$ cat config.mk
export PLATFORM = sky130hd
export DESIGN_NAME = led_pattern_engine_flat
export DESIGN_NICKNAME = d
export VERILOG_FILES = /design/src/rtl/led_pattern_engine_if.sv /design/src/rtl/led_pattern_engine.sv /design/src/flat_wrapper.sv
export SDC_FILE = /design/constraint.sdc
export NUM_CORES = 1
export LEC_CHECK = 0
export ABC_AREA = 1
export BUFFER_PORTS_ARGS = -buffer_cell sky130_fd_sc_hd__buf_2
export CAP_MARGIN = 30
export CORE_MARGIN = 4
export CORE_UTILIZATION = 54
export CTS_CLUSTER_DIAMETER = 30
export DETAILED_ROUTE_END_ITERATION = 6
export PLACE_DENSITY = 0.75
export SKIP_LAST_GASP = 1
export SYNTH_ARGS = -nofsm -noshare
export SYNTH_HDL_FRONTEND = slang
export SYNTH_SLANG_ARGS = --single-unit
$ cat constraint.sdc
create_clock -name clock -period 1.65 [get_ports clock]
set_clock_uncertainty 0.15 [all_clocks]
set_input_delay 0.165 -clock clock [delete_from_list [all_inputs] [get_ports clock]]
set_output_delay 0.165 -clock clock [all_outputs]
set_load 0.01 [all_outputs]
$ cat src/rtl/led_pattern_engine_if.sv
// Control and LED-output bundle for the LED pattern engine.
// The master side drives run/speed/mode and observes the pattern outputs.
// The slave side is the engine itself.
interface led_pattern_engine_if #(
    parameter int NB_LEDS = 4
);
    logic               i_enable;
    logic [1:0]         i_speed;
    logic [1:0]         i_mode;
    logic [NB_LEDS-1:0] o_led;
    logic               o_tick;
    logic               o_dir;

    modport master (
        output i_enable,
        output i_speed,
        output i_mode,
        input  o_led,
        input  o_tick,
        input  o_dir
    );

    modport slave (
        input  i_enable,
        input  i_speed,
        input  i_mode,
        output o_led,
        output o_tick,
        output o_dir
    );
endinterface

$ cat src/rtl/led_pattern_engine.sv
// LED pattern engine.
// A prescaler divides the clock by a speed-selected period. Each time the
// period expires, the LED pattern advances by one step (rotate left, rotate
// right, bounce or flash) and a one-cycle tick is emitted together with the
// new pattern. Changing the mode restarts the pattern from bit 0.
module led_pattern_engine #(
    parameter int NB_LEDS    = 4,
    parameter int NB_COUNTER = 32,
    parameter int LIMIT_0    = 2**22,
    parameter int LIMIT_1    = 2**23,
    parameter int LIMIT_2    = 2**24,
    parameter int LIMIT_3    = 2**25
) (
    input  logic                    clock,
    input  logic                    i_reset,
    led_pattern_engine_if.slave     bus
);

    typedef enum logic [1:0] {
        MODE_ROTL   = 2'b00,
        MODE_ROTR   = 2'b01,
        MODE_BOUNCE = 2'b10,
        MODE_FLASH  = 2'b11
    } mode_t;

    localparam logic [NB_COUNTER-1:0] LIMIT_M1_0 = NB_COUNTER'(LIMIT_0 - 1);
    localparam logic [NB_COUNTER-1:0] LIMIT_M1_1 = NB_COUNTER'(LIMIT_1 - 1);
    localparam logic [NB_COUNTER-1:0] LIMIT_M1_2 = NB_COUNTER'(LIMIT_2 - 1);
    localparam logic [NB_COUNTER-1:0] LIMIT_M1_3 = NB_COUNTER'(LIMIT_3 - 1);
    localparam logic [NB_LEDS-1:0]    LED_ONE    = NB_LEDS'(1);

    logic [NB_COUNTER-1:0] cnt_q, cnt_d;
    logic [NB_LEDS-1:0]    led_q, led_d;
    logic                  dir_q, dir_d;
    logic                  tick_q, tick_d;
    mode_t                 mode_q, mode_d;

    mode_t                 modeIn;
    logic [NB_COUNTER-1:0] limitM1;
    logic                  terminal;
    logic [NB_LEDS-1:0]    stepLed;
    logic                  stepDir;
    logic [NB_LEDS-1:0]    ledLeft;
    logic [NB_LEDS-1:0]    ledRight;

    assign modeIn   = mode_t'(bus.i_mode);
    assign ledLeft  = {led_q[NB_LEDS-2:0], 1'b0};
    assign ledRight = {1'b0, led_q[NB_LEDS-1:1]};

    // Select the current step period; >= compare lets a speed-up take effect at once.
    always_comb begin
        limitM1 = LIMIT_M1_0;
        unique case (bus.i_speed)
            2'd0: limitM1 = LIMIT_M1_0;
            2'd1: limitM1 = LIMIT_M1_1;
            2'd2: limitM1 = LIMIT_M1_2;
            2'd3: limitM1 = LIMIT_M1_3;
        endcase
    end

    assign terminal = (cnt_q >= limitM1);

    // Compute the pattern and direction that a step would produce in the current mode.
    always_comb begin
        stepLed = led_q;
        stepDir = dir_q;
        unique case (mode_q)
            MODE_ROTL:   stepLed = {led_q[NB_LEDS-2:0], led_q[NB_LEDS-1]};
            MODE_ROTR:   stepLed = {led_q[0], led_q[NB_LEDS-1:1]};
            MODE_BOUNCE: begin
                if (!dir_q) begin
                    if (led_q[NB_LEDS-1]) begin
                        stepDir = 1'b1;
                        stepLed = ledRight;
                    end else begin
                        stepLed = ledLeft;
                    end
                end else begin
                    if (led_q[0]) begin
                        stepDir = 1'b0;
                        stepLed = ledLeft;
                    end else begin
                        stepLed = ledRight;
                    end
                end
            end
            MODE_FLASH:  stepLed = ~led_q;
        endcase
        // An all-dark pattern would never move again in the shifting modes.
        if ((mode_q != MODE_FLASH) && (led_q == '0)) begin
            stepLed = LED_ONE;
        end
    end

    // Next-state selection: mode change beats freeze, freeze beats stepping.
    always_comb begin
        cnt_d  = cnt_q;
        led_d  = led_q;
        dir_d  = dir_q;
        tick_d = 1'b0;
        mode_d = mode_q;
        if (modeIn != mode_q) begin
            cnt_d  = '0;
            led_d  = LED_ONE;
            dir_d  = 1'b0;
            mode_d = modeIn;
        end else if (bus.i_enable) begin
            if (terminal) begin
                cnt_d  = '0;
                led_d  = stepLed;
                dir_d  = stepDir;
                tick_d = 1'b1;
            end else begin
                cnt_d = cnt_q + NB_COUNTER'(1);
            end
        end
    end

    // State registers with synchronous active-low reset.
    always_ff @(posedge clock) begin
        if (!i_reset) begin
            cnt_q  <= '0;
            led_q  <= LED_ONE;
            dir_q  <= 1'b0;
            tick_q <= 1'b0;
            mode_q <= modeIn;
        end else begin
            cnt_q  <= cnt_d;
            led_q  <= led_d;
            dir_q  <= dir_d;
            tick_q <= tick_d;
            mode_q <= mode_d;
        end
    end

    assign bus.o_led  = led_q;
    assign bus.o_tick = tick_q;
    assign bus.o_dir  = dir_q;

endmodule

$ cat src/flat_wrapper.sv
// flat-port wrapper written by rule: the top's interface ports become plain ports
module led_pattern_engine_flat 
#(
    parameter int NB_LEDS    = 4,
    parameter int NB_COUNTER = 32,
    parameter int LIMIT_0    = 2**22,
    parameter int LIMIT_1    = 2**23,
    parameter int LIMIT_2    = 2**24,
    parameter int LIMIT_3    = 2**25
)
  (clock, i_reset, bus_i_enable, bus_i_speed, bus_i_mode, bus_o_led, bus_o_tick, bus_o_dir);
  led_pattern_engine_if #(.NB_LEDS(NB_LEDS)) bus_i ();
  input  logic clock;
  input  logic i_reset;
  input wire logic [$bits(bus_i.i_enable)-1:0] bus_i_enable;
  input wire logic [$bits(bus_i.i_speed)-1:0] bus_i_speed;
  input wire logic [$bits(bus_i.i_mode)-1:0] bus_i_mode;
  output wire logic [$bits(bus_i.o_led)-1:0] bus_o_led;
  output wire logic [$bits(bus_i.o_tick)-1:0] bus_o_tick;
  output wire logic [$bits(bus_i.o_dir)-1:0] bus_o_dir;
  assign bus_i.i_enable = bus_i_enable;
  assign bus_i.i_speed = bus_i_speed;
  assign bus_i.i_mode = bus_i_mode;
  assign bus_o_led = bus_i.o_led;
  assign bus_o_tick = bus_i.o_tick;
  assign bus_o_dir = bus_i.o_dir;
  led_pattern_engine #(.NB_LEDS(NB_LEDS), .NB_COUNTER(NB_COUNTER), .LIMIT_0(LIMIT_0), .LIMIT_1(LIMIT_1), .LIMIT_2(LIMIT_2), .LIMIT_3(LIMIT_3)) u_core (.clock(clock), .i_reset(i_reset), .bus(bus_i));
endmodule
# After elaboration in Yosys (flattened, before gate mapping)
# Index checks and enable logic that the tools add are counted.
dict set report word_totals {
  output_inout_bits 6
  mem_count 0
  register_bits 40
  latch_bits 0
  ram_bits 0
  romBits 0
}
dict set report op_classes {
  n_reduce_logical 8
  order_cmp 1
  shifts 0
  n_eq_ne 9
  n_addsub 1
  n_bitwise 3
  div_mod_pow 0
  mux 13
  n_mul 0
}
# operator count
set ops {}
lappend ops {{$pmux 32 s4} 1}
lappend ops {{$add 32x1->32 const B} 1}
lappend ops {{$ge 32x32->1} 1}
lappend ops {{$mux 32} 1}
lappend ops {{$mux 4} 4}
lappend ops {{$pmux 4 s4} 1}
lappend ops {{$eq 2x2->1 const B} 4}
lappend ops {{$eq 2x1->1 const B} 2}
lappend ops {{$logic_not 2->1} 2}
lappend ops {{$logic_not 4->1} 1}
lappend ops {{$mux 1} 4}
lappend ops {{$mux 2} 2}
lappend ops {{$not 4->4} 1}
lappend ops {{$reduce_and 3->1} 1}
lappend ops {{$reduce_or 3->1} 1}
lappend ops {{$ne 2x1->1 const B} 1}
lappend ops {{$ne 2x2->1} 1}
lappend ops {{$ne 2x2->1 const B} 1}
lappend ops {{$not 1->1} 2}
lappend ops {{$reduce_and 2->1} 1}
lappend ops {{$reduce_or 2->1} 1}
lappend ops {{$logic_and 1x1->1} 1}

# Depth between registers and ports, before layout
dict set report depth {
  ltp_word 4
  ltp_mapped 12
  depth_no_buf 12
}

# Worst setup path after synthesis
# Ideal clock, no wire load.
dict set report synth_timing {
  kind {reg2reg}
  start {reg u_core.cnt_q[23]}
  end {reg u_core.cnt_q[13]}
  t_required_ns 1.436
  setup_time_ns 0.064
  arrival_time_ns 1.469
  setup_slack_ns -0.033
  n_path_buf 1
  synth_period_minus_slack_ns 1.683
  stages_incl_launch_ff 10
  path_cell_list {dfxtp_1 ha_1 a21oi_1 nor2_1 nor2_1 nand2_4 nand2_4 nand2_4 buf_12 nor2_1}
}
dict set report synth_via {
  elab_chain_cells 2
}
# item line_no
set synth_rtl {}
lappend synth_rtl {{start, declared} led_pattern_engine.sv:32} ;# logic [NB_COUNTER-1:0] cnt_q, cnt_d;
lappend synth_rtl {{start signal, assigned} led_pattern_engine.sv:128} ;# cnt_q <= cnt_d;
lappend synth_rtl {{$ge 32x32->1} led_pattern_engine.sv:61} ;# assign terminal = (cnt_q >= limitM1);
lappend synth_rtl {{$mux 32} led_pattern_engine.sv:108} ;# if (terminal) begin
# Every way passes these cells.
# A chain may end at the register's enable or synchronous reset.

# Final worst setup path
dict set report layout_timing {
  start {reg u_core.cnt_q[24]}
  end {reg u_core.cnt_q[24]}
}
dict set report layout_via {
  elab_chain_cells 2
  word_cells_on_any_way 3
  cone_classes {add/sub: 1; order compare: 1; mux: 1}
}
# item line_no
set layout_rtl {}
lappend layout_rtl {{$add 32x1->32 or $ge 32x32->1 (tied branches)} {led_pattern_engine.sv:114, led_pattern_engine.sv:61}}
lappend layout_rtl {{$mux 32 *} led_pattern_engine.sv:108}
# Mark *: on every way between the ends. The rest lies on a longest branch, timed or not.

==> flow_metrics.tcl <==
set metrics [dict create \
    synth_top_area_share_pct 36.4 \
    grt_pass1_vias 1836 \
    violations "negative setup slack" \
    hold_path_depth 4 \
    initial_utilization_pct 56.7 \
    grt_pass1_wl_um 7620 \
    cap_violations 0 \
    hold_path_class "in -> reg" \
    io_pins 13 \
    overflow 0 \
    yosys_warnings 0 \
    cellLeakagePower_nw 1.07 \
    post-place-ws_ns -0.0930 \
    synth_edf_count 2 \
    r2r_start "u_core.cnt_q[24]$_SDFFE_PP0P_" \
    cts.root.buffer_cell "clkbuf_8" \
    die_w_um 70.2 \
    clk_path_buf_depth 2 \
    fin_crit_ns 1.71 \
    netlist_instances 292 \
    drt-total-wl_um 4760 \
    detail_route.vias_per_cell 5.20 \
    grt_setup_unrepaired "true" \
    numCtsBuffers 5 \
    worstPathRequired_ns 1.69 \
    ir_drop_v 0.000484 \
    fp-row-count 22 \
    place_hpwl_um 3490 \
    final_nets 356 \
    yosysSeqAreaShare_pct 39.3 \
    synth_fp_nets 303 \
    grt.total_usage_pct 18.9 \
    dieArea_um2 4930 \
    async_flop_share_pct 0 \
    drive_gt1_share_pct 29.2 \
    fmax_mhz 584 \
    drt_iter0_markers 83 \
    r2r_setup_slack_ns -0.06 \
    synth_top_area_cell "dfxtp_1" \
    antenna_found_initial 0 \
    gp_congestion 0.877 \
    path_class "reg -> reg" \
    ys_seq_elements 40 \
    core_area_um2 3690 \
    rr_worst_depth 11 \
    clkTransAtPathRegs_ns 0.07 \
    p_per_area_nw_per_um2 650 \
    setup_viol 29 \
    num_vias 2048 \
    slew_headroom_pct 73.7 \
    timing.rr.end "u_core.cnt_q[24]$_SDFFE_PP0P_" \
    crit_fanout 7 \
    port_buffers 12 \
    arrival_ns 1.75 \
    hold_end "u_core.cnt_q[19]$_SDFFE_PP0P_" \
    drc 0 \
    synthTopCellsByArea "dfxtp_1, nand2_1, nor2_1" \
    crit_path_end_kind "flip-flop" \
    clkLatencyLatePin_ns 0.29 \
    drtPass1Iterations 4 \
    cts_htree_levels 2 \
    diodes 0 \
    fin_crit_sh_pct 104 \
    cts_tree "done" \
    slew_violations 0 \
    finalHoldViolations 0 \
    status "finished with violations" \
    fin_ws_ns -0.0637 \
    ys_types 31 \
    netlist_top_cells_count "nand2_1, nor2_1, dfxtp_1" \
    ant_nets 0 \
    synth_area_per_cell_um2 7.16 \
    synthMostInstantiatedCell "nand2_1" \
    worst_hold_slack_ns 0.167 \
    worstHoldStart "bus_i_enable" \
    tightest_slew_ns 0.394 \
    grt_max_degree 16 \
    start_kind "flip-flop" \
    fp.dieH_um 70.2 \
    routedWlPerCell_um 12.1 \
    cts_sinks 40 \
    ys.flop_type "dfxtp_1" \
    synthesis.area_um2 2090 \
    syn_to_final_growth_pct 31.1 \
]
-- sequential cells by signal, indices dropped and copies added, names as in the netlist --
name               flops
u_core.cnt_q          32
u_core.bus.o_led       4
u_core.mode_q          2
u_core.bus.o_dir       1
u_core.bus.o_tick      1
-- critical path, stage by stage, from the launching register on --
cell and delay (ns):
dfxtp_2 0.34, ha_4 0.26, nand2_2 0.04, nor2_1 0.09, nand2_1 0.08, nor2_2 0.13, nand2_2 0.07, nand2_4 0.07
nand2_4 0.07, nand2_8 0.10, clkbuf_16 0.16, nor2_1 0.04
-- stage by stage --
step / total power [mW] / cell area (um2) / setup TNS, ns / instances / utilization (%)
6_report: 1.78 / 2740 / -1.29 / 394 / 74.3
5_1_grt: 1.85 / 2740 / -5.00 / 394 / 74.3
4_1_cts: 1.76 / 2580 / -1.12 / 391 / 69.8
3_5_place_dp: 1.14 / 2470 / -2.04 / 381 / 66.9
3_3_place_gp: 1.14 / 2470 / -1.81 / 381 / 66.9
2_1_floorplan: 1.10 / 2120 / 0 / 292 / -
-- metal layers --
| layer | track usage [%] | wire [um] | up-vias |
|---|---|---|---|
| li1 | - | - | 1037 |
| met1 | 22.8 | 2090 | 960 |
| met2 | 32.6 | 2340 | 40 |
| met3 | 4.75 | 251 | 11 |
| met4 | 5.74 | 79 | 0 |
| met5 | 0 | 0 | - |
-- what timing repair did --
action / in CTS / in global routing
gates resized for setup: 2 / 34
setup buffers: 0 / 1
endpoints found under the setup margin: 29 / 32
gates cloned: 0 / 2
pin swaps: 1 / 11
hold buffers: 2 / 0
endpoints found under the hold margin: 2 / 0
-- worst max path at each step --
stage / slack, ns / from / endpoint
after detailed placement: -0.09 / u_core.cnt_q[0]$_SDFFE_PP0P_ / u_core.cnt_q[22]$_SDFFE_PP0P_
after CTS: -0.07 / u_core.cnt_q[23]$_SDFFE_PP0P_ / u_core.bus.o_led[2]$_SDFFE_PP0P_
final: -0.06 / u_core.cnt_q[24]$_SDFFE_PP0P_ / u_core.cnt_q[24]$_SDFFE_PP0P_
after global routing: -0.17 / u_core.cnt_q[24]$_SDFFE_PP0P_ / u_core.cnt_q[12]$_SDFFE_PP0P_
after global placement: -0.08 / bus_i_speed[1] / u_core.bus.o_led[1]$_SDFFE_PP0P_
after floorplan: 0.009 / u_core.cnt_q[24]$_SDFFE_PP0P_ / u_core.cnt_q[7]$_SDFFE_PP0P_
-- cell type report --
cell class	instances	area (um2)
flip-flops and latches	40	825
fillers	302	948
multi-input cells	219	1250
clock inverters	1	8.76
well taps	48	60.1
repair buffers	50	414
inverters	29	109
clock buffers	7	76.3
-- cells by family after synthesis --
kind of cell,share of synthesized area (%)
AND/OR/NAND/NOR,38.6
flip-flops,39.3
buffers and inverters,7.42
XOR/XNOR,7.96
AO/OA/AOI/OAI,3.89
adder cells (fa/ha/maj),2.39
multiplexers,0.479
-- placed cells by master, fill, tap and decap left out, drive strengths merged, types with 2 or more instances in the layout --
cell type    synthesis  layout
nand3               28      28
buf                  3      46
dfxtp               38      38
xnor2                6       6
edfxtp               2       2
xor2                13      13
o21ai                5       5
nand4                8       8
nor2                64      64
clkbuf               1       9
a21oi                3       3
dlygate4sd3          0       2
o22ai                3       3
nand2               68      68
nor3                 9       9
inv                 29      29
or2                  2       2
ha                   4       4
-- power breakdown --
group / switching, mW / total, mW / internal, mW
registers: 0.00521 / 0.984 / 0.979
clock network: 0.323 / 0.624 / 0.302
logic: 0.0975 / 0.173 / 0.0759
Power figures use the tool's default switching activity.
